--- config.mk ---
export PLATFORM = sky130hd
export DESIGN_NAME = instruction_fetch_flat
export DESIGN_NICKNAME = d
export VERILOG_FILES = /design/src/rtl/cpu_pkg.sv /design/src/rtl/instruction_fetch_if.sv /design/src/rtl/fetch_pc.sv /design/src/rtl/instruction_fetch.sv /design/src/flat_wrapper.sv
export SDC_FILE = /design/constraint.sdc
export NUM_CORES = 1
export LEC_CHECK = 0
export ABC_CLOCK_PERIOD_IN_PS = 4200
export CORE_MARGIN = 2
export CORE_UTILIZATION = 47
export DETAILED_ROUTE_END_ITERATION = 16
export HOLD_SLACK_MARGIN = 0.08
export PLACE_DENSITY = 0.85
export SETUP_SLACK_MARGIN = 0.4
export SYNTH_ARGS = -nofsm -noshare
export SYNTH_HDL_FRONTEND = slang
export SYNTH_HIERARCHICAL = 1
export SYNTH_SLANG_ARGS = --single-unit
--- constraint.sdc ---
create_clock -name clk -period 4.2 [get_ports clk]
set_input_delay 0.84 -clock clk [delete_from_list [all_inputs] [get_ports clk]]
set_output_delay 0.84 -clock clk [all_outputs]
set_load 0.02 [all_outputs]
--- src/rtl/cpu_pkg.sv ---
// Shared CPU definitions: instruction word layout and the fetch state encoding.
package cpu_pkg;
    localparam int INSTR_W   = 20;
    localparam int OPCODE_W  = 4;
    localparam int OPERAND_W = 16;

    typedef enum logic [1:0] {
        IDLE = 2'd0,
        WAIT = 2'd1,
        HOLD = 2'd2
    } fetch_state_e;
endpackage

--- src/rtl/instruction_fetch_if.sv ---
// Fetch-unit bus: program-memory req/ack, downstream valid/ready, and jump/halt control.
interface instruction_fetch_if
    import cpu_pkg::*;
#(
    parameter int ADDR_W = 8
);
    logic               mem_req;
    logic [ADDR_W-1:0]  mem_addr;
    logic               mem_ack;
    logic [INSTR_W-1:0] mem_rdata;
    logic               instr_valid;
    logic [INSTR_W-1:0] instr_data;
    logic               instr_ready;
    logic               jump_en;
    logic [ADDR_W-1:0]  jump_addr;
    logic               halt;
    logic [ADDR_W-1:0]  pc;

    modport master (
        output mem_req, mem_addr, instr_valid, instr_data, pc,
        input  mem_ack, mem_rdata, instr_ready, jump_en, jump_addr, halt
    );

    modport slave (
        input  mem_req, mem_addr, instr_valid, instr_data, pc,
        output mem_ack, mem_rdata, instr_ready, jump_en, jump_addr, halt
    );
endinterface

--- src/rtl/fetch_pc.sv ---
// Program counter register: reset value, jump load (highest priority), wrapping increment.
module fetch_pc #(
    parameter int                ADDR_W   = 8,
    parameter logic [ADDR_W-1:0] RESET_PC = '0
) (
    input  logic              clk,
    input  logic              rst,
    input  logic              load,
    input  logic [ADDR_W-1:0] load_addr,
    input  logic              inc,
    output logic [ADDR_W-1:0] pc
);
    always_ff @(posedge clk) begin
        if (rst)
            pc <= RESET_PC;
        else if (load)
            pc <= load_addr;
        else if (inc)
            pc <= pc + ADDR_W'(1);
    end
endmodule

--- src/rtl/instruction_fetch.sv ---
// Instruction fetch: one memory read per instruction, word held until downstream accepts it.
module instruction_fetch
    import cpu_pkg::*;
#(
    parameter int                ADDR_W   = 8,
    parameter logic [ADDR_W-1:0] RESET_PC = '0
) (
    input  logic                 clk,
    input  logic                 rst,
    instruction_fetch_if.master  bus
);
    fetch_state_e       state;
    logic               flush;
    logic               mem_req;
    logic [ADDR_W-1:0]  mem_addr;
    logic               instr_valid;
    logic [INSTR_W-1:0] instr_data;
    logic [ADDR_W-1:0]  pc;
    logic               pc_inc;

    // Only a word that is actually delivered advances the PC; a jump overrides it.
    assign pc_inc = (state == WAIT) && bus.mem_ack && !flush && !bus.jump_en;

    fetch_pc #(.ADDR_W(ADDR_W), .RESET_PC(RESET_PC)) u_pc (
        .clk       (clk),
        .rst       (rst),
        .load      (bus.jump_en),
        .load_addr (bus.jump_addr),
        .inc       (pc_inc),
        .pc        (pc)
    );

    always_ff @(posedge clk) begin
        if (rst) begin
            state       <= IDLE;
            flush       <= 1'b0;
            mem_req     <= 1'b0;
            mem_addr    <= '0;
            instr_valid <= 1'b0;
            instr_data  <= '0;
        end else begin
            case (state)
                // A jump in IDLE defers the request one cycle so it uses the new PC.
                IDLE: if (!bus.halt && !bus.jump_en) begin
                    mem_req  <= 1'b1;
                    mem_addr <= pc;
                    state    <= WAIT;
                end
                // Requests are never aborted: a jump marks the reply for discard.
                WAIT: if (bus.mem_ack) begin
                    mem_req <= 1'b0;
                    if (flush || bus.jump_en) begin
                        flush <= 1'b0;
                        state <= IDLE;
                    end else begin
                        instr_data  <= bus.mem_rdata;
                        instr_valid <= 1'b1;
                        state       <= HOLD;
                    end
                end else if (bus.jump_en) begin
                    flush <= 1'b1;
                end
                HOLD: if (bus.jump_en || bus.instr_ready) begin
                    instr_valid <= 1'b0;
                    state       <= IDLE;
                end
                default: state <= IDLE;
            endcase
        end
    end

    assign bus.mem_req     = mem_req;
    assign bus.mem_addr    = mem_addr;
    assign bus.instr_valid = instr_valid;
    assign bus.instr_data  = instr_data;
    assign bus.pc          = pc;
endmodule

--- src/flat_wrapper.sv ---
// flat-port wrapper written by rule: the top's interface ports become plain ports
module instruction_fetch_flat import cpu_pkg::*;
#(
    parameter int                ADDR_W   = 8,
    parameter logic [ADDR_W-1:0] RESET_PC = '0
)
  (clk, rst, bus_mem_req, bus_mem_addr, bus_instr_valid, bus_instr_data, bus_pc, bus_mem_ack, bus_mem_rdata, bus_instr_ready, bus_jump_en, bus_jump_addr, bus_halt);
  instruction_fetch_if #(.ADDR_W(ADDR_W)) bus_i ();
  input  logic clk;
  input  logic rst;
  output wire logic [$bits(bus_i.mem_req)-1:0] bus_mem_req;
  output wire logic [$bits(bus_i.mem_addr)-1:0] bus_mem_addr;
  output wire logic [$bits(bus_i.instr_valid)-1:0] bus_instr_valid;
  output wire logic [$bits(bus_i.instr_data)-1:0] bus_instr_data;
  output wire logic [$bits(bus_i.pc)-1:0] bus_pc;
  input wire logic [$bits(bus_i.mem_ack)-1:0] bus_mem_ack;
  input wire logic [$bits(bus_i.mem_rdata)-1:0] bus_mem_rdata;
  input wire logic [$bits(bus_i.instr_ready)-1:0] bus_instr_ready;
  input wire logic [$bits(bus_i.jump_en)-1:0] bus_jump_en;
  input wire logic [$bits(bus_i.jump_addr)-1:0] bus_jump_addr;
  input wire logic [$bits(bus_i.halt)-1:0] bus_halt;
  assign bus_mem_req = bus_i.mem_req;
  assign bus_mem_addr = bus_i.mem_addr;
  assign bus_instr_valid = bus_i.instr_valid;
  assign bus_instr_data = bus_i.instr_data;
  assign bus_pc = bus_i.pc;
  assign bus_i.mem_ack = bus_mem_ack;
  assign bus_i.mem_rdata = bus_mem_rdata;
  assign bus_i.instr_ready = bus_instr_ready;
  assign bus_i.jump_en = bus_jump_en;
  assign bus_i.jump_addr = bus_jump_addr;
  assign bus_i.halt = bus_halt;
  instruction_fetch #(.ADDR_W(ADDR_W), .RESET_PC(RESET_PC)) u_core (.clk(clk), .rst(rst), .bus(bus_i));
endmodule
==> results.md, run 1 <==
- The flow ran to the end, and the final reports show no timing, DRC or antenna violations.
- The critical path contains buffers and inverters numbering 3 combined.
- The finished cells cover ~2700 µm².
- The half-perimeter wire length of the detailed placement result is approximately 2700 µm.
- The routed wirelength normalized by instance count is between 10 and 15 µm.
- The synthesized design contains a little over 40 register bits.
- The largest net degree at the start of global routing is between 60 and 70.
- The congestion estimate from routability-driven global placement came to 0.7586.
- The upper clock frequency limit is 0.3714 GHz.
- For this run, design rule violations remaining after detail routing come to 0.
- The number of distinct standard cells referenced by the synthesized netlist is 31.
- The number of nets in the synthesized netlist is 224.
- The horizontal die dimension is about 67 µm.
- In this run, placement finished with an instance count of around 300.
- After synthesis, the share of flip-flops with an asynchronous set or reset is 0.
- STA classifies the critical path startpoint as an input pin.
- The post-synthesis to final-layout area growth is 43.52%.
- The count of final hold-check violations is 0.
- Across the whole layout, storage elements account for just over 800 µm².
- The total global-route track usage is 0.1862.
- The number of DRC markers in iteration 0 is 75.
- The share of the Yosys chip area taken by registers is 0.4426.
- The count of nets left with antenna violations once routing finished came out at 0.
- Traced cell by cell, the critical path runs through clkdlybuf4s50_1, nand3b_1, or3_4, clkinv_2, buf_4, nand3_1, o21a_1, o31a_1.
- Setup repair after global routing left no endpoint under its margin.
- The arrival time of data at the critical path endpoint is around 2900 ps.
- The die is 66.81 µm tall.
- Yosys instantiated no cell more often than sky130_fd_sc_hd__dfxtp_1.
- The critical path class is input pin to register.
- Ranked by instance count, the synthesized netlist is headed by sky130_fd_sc_hd__dfxtp_1, sky130_fd_sc_hd__nand2b_1, sky130_fd_sc_hd__mux2i_1.
- The via density per instance is 5.019.
- The final count of pins violating max slew was 0.
- The effective utilization at floorplan is 0.4990.
- Across the run, the number of max-cap violations was 0.
- Of the cells placed in the final design, the portion with a size suffix greater than 1 is 0.05385.
- The worst-margin pin slew is roughly 480 ps.
- In this run the power density over the cells is between 200 and 300 nW/µm².
- In the final timing run, aggregate negative setup slack is 0 ps.
- The combined area of the multi-input logic cells is slightly above 900 µm².
- The routed design could run at a clock period as short as roughly 2700 ps.
- The fraction of met1 tracks used by global routing is 0.2109.
- The worst voltage drop across the vdd grid is 163.0 µV.
- After synthesis, the cell types taking the most area are sky130_fd_sc_hd__dfxtp_1, sky130_fd_sc_hd__mux2i_1, sky130_fd_sc_hd__nand2b_1.
- The number of placement rows is 22.
- In this run the cell area of the synthesized design comes to 1854 µm².
- The total number of yosys warnings is 6.
- The routed via count is approximately 1500.
- Along the worst path, the maximum fanout reaches 29.
- For this run, the leading register cell type out of synthesis is sky130_fd_sc_hd__dfxtp_1.
- The number of levels the H-tree was split into is 2.
- The first global-routing pass estimated between 6000 and 7000 µm of wire.
- Summing internal, switching and leakage power gives just under 0.8 mW.
- Gates resized during post-CTS repair numbered 0.
- The via count of the first global-routing pass is roughly 1400.
- In this run, post-CTS hold repair placed 0 buffers.
- TritonCTS created 5 clock buffers.
- The buffer cell driving the clock tree root is sky130_fd_sc_hd__clkbuf_8.
- The maximum root-to-sink buffer count is 2.
- For this design the static power due to leakage is between 0.9 and 1 nW.
- The placed instances occupy a cell area of roughly 2600 µm².
- TritonCTS built the clock tree.
- The cell count after synthesis is 189.
- sky130_fd_sc_hd__dfxtp_1 takes more of the synthesized area than any other cell.
- The total congestion overflow is 0.
- The number of flops mapped to enable cells by yosys is 0.
- Buffers placed on the I/O ports in this run total 71.
- The data required time of the worst path is 4380 ps.
- The post-synthesis average cell area is a little under 10 µm².
- CTS saw 41 sinks.
- The largest stage delay on the critical path is around 480 ps.
- The clock latency at the later pin of the worst-skew pair is around 290 ps.
- The endpoint type of the worst setup path is a register.
- The final layout contains approximately 300 nets.
- Of the post-synthesis cell area, the dominant cell type holds 0.4426.
- The min-delay analysis places its worst path in the category register to register.
- The core box area is 3716 µm².
- The fraction of met3 tracks used by global routing is 0.06250.
- Before antenna repair, the detailed router went through 4 iterations.
- The worst relative slew slack is 0.6825.
- The setup check on the worst reg-to-reg path leaves a slack of approximately 2100 ps.
- The floorplan step defined a die boundary enclosing roughly 4500 µm².
- The met2 track utilization from global routing is 0.3225.
- The wire length after detailed routing is 3934 µm.
- The cell family contributing the most delay on the critical path is buffers and inverters.
- The number of primary I/O pins is 72.
- In this run the most used layer during global routing was met2.
- Setup violations remaining at the end of the flow were counted as 0.
- In the finished design, the share of the clock period the worst path needs comes to 0.6411.
- The clock arrives with approximately 2 ps of skew.
- The number of buffers inserted to repair setup after CTS is 0.
- The clock-pin transition on the worst setup and hold timing paths is approximately 70 ps.
- The layout filler cell count is just under 300.
- Among all stages on the critical path, the largest delay is contributed by sky130_fd_sc_hd__clkdlybuf4s50_1.
- The repair_antennas step left the layout with diodes totalling 0.
- The non-filler instance count after layout is between 300 and 400.
- The initial antenna violation count is 0.
[power by group]
group	internal [mW]	switching [mW]
Combinational	0.0697	0.0493
Sequential	0.401	0.0129
Clock	0.130	0.122
[worst register-to-register path: stages (launching register included)]
cell and delay, ps:
sky130_fd_sc_hd__dfxtp_1 450, sky130_fd_sc_hd__nand3b_1 170, sky130_fd_sc_hd__or3_4 370, sky130_fd_sc_hd__clkinv_2 60, sky130_fd_sc_hd__buf_4 370, sky130_fd_sc_hd__nand3_1 170, sky130_fd_sc_hd__o21a_1 210, sky130_fd_sc_hd__o31a_1 230
[final timing paths]
path	start	endpoint	depth (start not counted)
max	bus_mem_ack	u_core/u_pc/pc[6]	8
min	u_core/bus.instr_data[8]	u_core/bus.instr_data[8]	2
max reg2reg	u_core/state[0]	u_core/u_pc/pc[6]	7
min reg2reg	u_core/bus.instr_data[8]	u_core/bus.instr_data[8]	2
[cells by family after synthesis]
logic type,after synthesis,share of synthesized area
buffers and inverters,17,0.05938
AND/OR/NAND/NOR,77,0.2409
flip-flops,41,0.4426
AO/OA/AOI/OAI,18,0.06343
adder cells (fa/ha/maj),1,0.006747
multiplexers,31,0.1680
XOR/XNOR,4,0.01889
[metal layers]
layer	routed length, µm	vias up
li1	-	788
met2	1930	49
met4	35	0
met5	0	-
met1	1697	704
met3	270	5
[cell type report]
class | count | share of cell area
repair buffers | 75 | 0.2783
well taps | 48 | 0.02257
inverters | 6 | 0.008933
multi-input cells | 131 | 0.3493
flip-flops and latches | 41 | 0.3084
clock buffers | 7 | 0.03244
[through the flow]
step | hold WS, ps | utilization | setup slack, ps
global placement | 458.8 | 0.6929 | 1248
floorplan | 458.7 | - | 1586
global route | 495.2 | 0.7162 | 1392
CTS | 472.8 | 0.7162 | 1506
detailed placement | 462.6 | 0.6929 | 1211
finish | 471.1 | 0.7162 | 1507
[layout by cell type (no fill, tap or decap), drive strengths merged, types with 2 or more instances in the layout]
| cell type | count |
|---|---|
| a211oi | 3 |
| mux2i | 30 |
| clkdlybuf4s50 | 71 |
| dfxtp | 41 |
| o211ai | 4 |
| nand4 | 3 |
| a21oi | 7 |
| nand2 | 2 |
| xor2 | 4 |
| nor3b | 3 |
| buf | 4 |
| nand3b | 2 |
| nor2 | 15 |
| nand2b | 40 |
| clkbuf | 7 |
| or4 | 2 |
| nand3 | 3 |
| nor3 | 4 |
| inv | 5 |
[flip-flops by register name (all words and copies together) (netlist names)]
name,flops
u_core/bus.instr_data,20
u_core/bus.mem_addr,8
u_core/u_pc/pc,8
u_core/state,2
u_core/bus.instr_valid,1
u_core/bus.mem_req,1
u_core/flush,1
Note: power is estimated with default switching activity, not from simulation.
==> inputs of run 2 (changes only) <==
Settings changed: ABC_CLOCK_PERIOD_IN_PS 4200 to 2440, CORE_UTILIZATION 47 to 39, PLACE_DENSITY 0.85 to 0.76.
Clock period 4.2 ns to 2.44 ns, I/O delays scaled along.
==> run 2 against run 1 <==
- clock power grew 72%
- register-to-register slack lost 1500 ps
- highest routed layer is now met3
- via count shrank 1.6%
- sequential share of layout area shrank 0.55 points
- final area grew 2.4%
- final cell count grew 3.9%
- sequential power grew 72%
- non-clock buffer count grew 6
- worst hold slack lost 1.4 ps
- first-iteration DRC count grew 27%
- critical path depth shrank 2
- global-route usage shrank 2.9 points
==> results.md, run 2 (same netlist as run 1, synthesis figures left out) <==
- Run status: finished clean (unchanged).
- The antenna cell count is 0 (unchanged).
- The setup slack of the most critical reg-to-reg path was 520 ps (was 2050 ps).
- The routed wirelength normalized by instance count was 12.87 µm (was 12.77 µm).
- The cell depth of the worst setup path is 6 (was 8).
- The flip-flop and latch area is 825.8 µm² (was 820.8 µm²).
- The flip-flop count of the largest register after layout is 20 (unchanged).
- The setup clock skew after layout was 3.317 ps (was 1.951 ps).
- The non-filler instance count after layout is 320 (was 308).
- The routed via count came to 1522 (was 1546).
- The worst hold slack across all endpoints is 469.6 ps (was 471.1 ps).
- The layout filler cell count came to 418 (was 297).
- The power dissipated by switching net loads is 0.3167 mW (was 0.1841 mW).
- The horizontal die dimension is 72.96 µm (was 66.81 µm).
- The wire length after detailed routing came to 4119 µm (was 3934 µm).
- The post-route setup TNS came to 0 ps (unchanged).
- The die outline height came to 72.96 µm (was 66.81 µm).
- The total power density per cell area was 495.8 nW/µm² (was 294.9 nW/µm²).
- The worst voltage drop across the vdd grid is 315.3 µV (was 163.0 µV).
- The total power came to 1.352 mW (was 0.7848 mW).
- In the finished design, the share of the clock period the worst path needs comes to 0.7861.
- The depth of the worst register-to-register path is 6 (was 7).
- The clock network fraction of design power is 0.321 (about the same).
- The global-route wire length before repair is 6492 µm (was 6279 µm).
- The worst hold-check path type is register to register (unchanged).
- The setup slack after layout is 522.0 ps (was 1507 ps).
- The kind of start point of the critical path was a register (was input pin).
- The clock tree from TritonCTS is yes (unchanged).
- The worst-margin pin slew is 491.8 ps (was 476.3 ps).
- The fraction of layout instances using a drive strength above 1 was 0.09023 (was 0.05385).
- The number of CTS-inserted buffers is 5 (unchanged).
- Commonest cells after routing, fill and taps aside: sky130_fd_sc_hd__clkdlybuf4s50_1, sky130_fd_sc_hd__nand2b_1, sky130_fd_sc_hd__dfxtp_1 (was sky130_fd_sc_hd__clkdlybuf4s50_1, sky130_fd_sc_hd__dfxtp_1, sky130_fd_sc_hd__nand2b_1).
- The number of remaining DRC errors is 0 (unchanged).
- Setup repair after global routing missed its margin: no (unchanged).
- The fraction of met1 tracks used by global routing is 0.2009 (was 0.2109).
- The largest net degree at the start of global routing came to 63 (unchanged).
- The startpoint of the tightest hold check path was u_core/bus.instr_valid (was u_core/bus.instr_data[8]).
- The global routing's busiest layer is met2 (unchanged).
- The final setup violation count is 0 (unchanged).
- The number of DRC markers in iteration 0 is 95 (was 75).
- The fraction of met3 tracks used by global routing is 0.03039 (was 0.06250).
- The initial antenna violation count came to 0 (unchanged).
- The via density per instance came to 4.756 (was 5.019).
- The number of stages on the worst hold path came to 2 (unchanged).
- The count of final hold-check violations is 0 (unchanged).
- The met2 track utilization from global routing came to 0.2616 (was 0.3225).
- The total congestion overflow is 0 (unchanged).
- The number of input and output port buffers inserted was 71 (unchanged).
- Sequence of cells on the critical path: nand3b_1, or3_4, clkinv_4, or3b_4, or4_4, o211ai_1 (was clkdlybuf4s50_1, nand3b_1, or3_4, clkinv_2, buf_4, nand3_1, o21a_1, o31a_1).
- The capturing point of the worst reg2reg path is u_core/u_pc/pc[5] (was u_core/u_pc/pc[6]).
- The full die area is 5322 µm² (was 4464 µm²).
- The worst relative slew slack is 0.6721 (was 0.6825).
- The half-perimeter wire length of the detailed placement result was 2949 µm (was 2713 µm).
- The critical path class is register to register (was input pin to register).
- The reg-to-reg startpoint was u_core/state[1] (was u_core/state[0]).
- The cell area after placement is 2609 µm² (was 2575 µm²).
- The data required time of the worst path was 2650 ps (was 4380 ps).
- The routability-driven placement congestion ratio was 0.7546 (was 0.7586).
- The final standard cell area without fillers is 2726 µm² (was 2661 µm²).
- The core box area came to 4661 µm² (was 3716 µm²).
- The arrival time of data at the critical path endpoint is 2120 ps (was 2870 ps).
- The buffer cell driving the clock tree root is sky130_fd_sc_hd__clkbuf_8 (unchanged).
- The part of the power in combinational logic is 0.153 (was 0.152).
- The number of placed instances with taps included is 310 (was 301).
- The number of primary I/O pins is 72 (unchanged).
- The number of levels the H-tree was split into was 2 (unchanged).
- The final count of pins violating max slew is 0 (unchanged).
- The TritonCTS sink count was 41 (unchanged).
- The part of the power in registers was 0.526 (was 0.527).
- The number of placement rows is 25 (was 22).
- The clock latency at the later pin of the worst-skew pair is 280 ps (was 290 ps).
- The switching portion of total power is 0.2343 (was 0.2345).
- The register containing the most flip-flops in the final layout is u_core/bus.instr_data (unchanged).
- The utilization after layout was 0.5850 (was 0.7162).
- The largest fanout on the critical path is 4 (was 29).
- The number of buffers and inverters on the critical path is 1 (was 3).
- The post-route antenna net violation count is 0 (unchanged).
- The critical path's slowest cell is sky130_fd_sc_hd__or4_4 (was sky130_fd_sc_hd__clkdlybuf4s50_1).
- The clock period minus final worst setup slack is 1918 ps.
- The clock-pin transition on the worst setup and hold timing paths was 70 ps (about the same).
- The endpoint type of the worst setup path is a register (unchanged).
- The via count of the first global-routing pass came to 1405 (was 1437).
- The cell family contributing the most delay on the critical path is simple AND/OR/NAND/NOR gates (was buffers and inverters).
- Timing would allow up to about 0.52 GHz.
- The number of iterations in the first detailed-routing pass is 4 (unchanged).
- The post-synthesis to final-layout area growth is 47.03% (was 43.52%).
- The worst slack at placement is -25.01 ps (was 1211 ps).
- Largest registers: u_core/bus.instr_data (20), u_core/bus.mem_addr (8), u_core/u_pc/pc (8) (unchanged).
- The capture endpoint of the worst hold path is u_core/bus.instr_valid (was u_core/bus.instr_data[8]).
- The net count of the finished layout is 301 (was 295).
- The total global-route track usage was 0.1568 (was 0.1862).
- The leading cell type in the layout, fill and taps excluded was sky130_fd_sc_hd__clkdlybuf4s50_1 (unchanged).
- The combined area of the multi-input logic cells is 935.9 µm² (was 929.6 µm²).
- The largest stage delay on the critical path came to 410 ps (was 480 ps).
- The leakage power figure is 0.9795 nW (was 0.9443 nW).
- The maximum root-to-sink buffer count is 2 (unchanged).
- The reported max-cap violation count came to 0 (unchanged).
- The cell-internal power is 1.035 mW (was 0.6007 mW).
- The effective utilization at floorplan is 0.3979 (was 0.4990).
[run 2: worst reg2reg max path, cell delays in order, from the launching register on]
cell	delay (ps)
sky130_fd_sc_hd__dfxtp_4	350
sky130_fd_sc_hd__nand3b_1	170
sky130_fd_sc_hd__or3_4	400
sky130_fd_sc_hd__clkinv_4	60
sky130_fd_sc_hd__or3b_4	370
sky130_fd_sc_hd__or4_4	410
sky130_fd_sc_hd__o211ai_1	80
[run 2: area by class of cell]
type | count | area share
clock buffer | 7 | 0.03167
inverter | 6 | 0.01010
multi-input combinational | 131 | 0.3433
sequential | 41 | 0.3029
tap | 54 | 0.02478
timing repair buffer | 81 | 0.2873
[run 2: what timing repair did]
item,4_1_cts,5_1_grt
hold buffers,0,0
gates resized for setup,3,4
pin swaps,2,2
buffers inserted,1,2
endpoints found under the setup margin,6,2
[run 2: layer usage]
metal | up-vias | wire (µm) | part of all wire
met3 | 0 | 154 | 0.037
met1 | 692 | 1827 | 0.44
li1 | 793 | - | -
met4 | 0 | 0 | 0
met5 | - | 0 | 0
met2 | 37 | 2137 | 0.52
[run 2: power groups by stage]
stage	clock (mW)	combinational [mW]	sequential [mW]
floorplan	0	0.0796	0.746
global placement	0	0.205	0.727
detailed placement	0	0.207	0.727
CTS	0.453	0.207	0.712
global route	0.476	0.223	0.715
finish	0.434	0.207	0.711
[run 2: worst max path at each step]
stage / startpoint / slack [ps] / to
5_1_grt: u_core/state[1] / 430 / u_core/u_pc/pc[7]
3_5_place_dp: bus_mem_ack / -30 / u_core/u_pc/pc[5]
4_1_cts: u_core/state[1] / 420 / u_core/u_pc/pc[5]
3_3_place_gp: bus_mem_ack / 4 / u_core/u_pc/pc[7]
6_report: u_core/state[1] / 520 / u_core/u_pc/pc[5]
2_1_floorplan: bus_mem_ack / 230 / u_core/u_pc/pc[7]
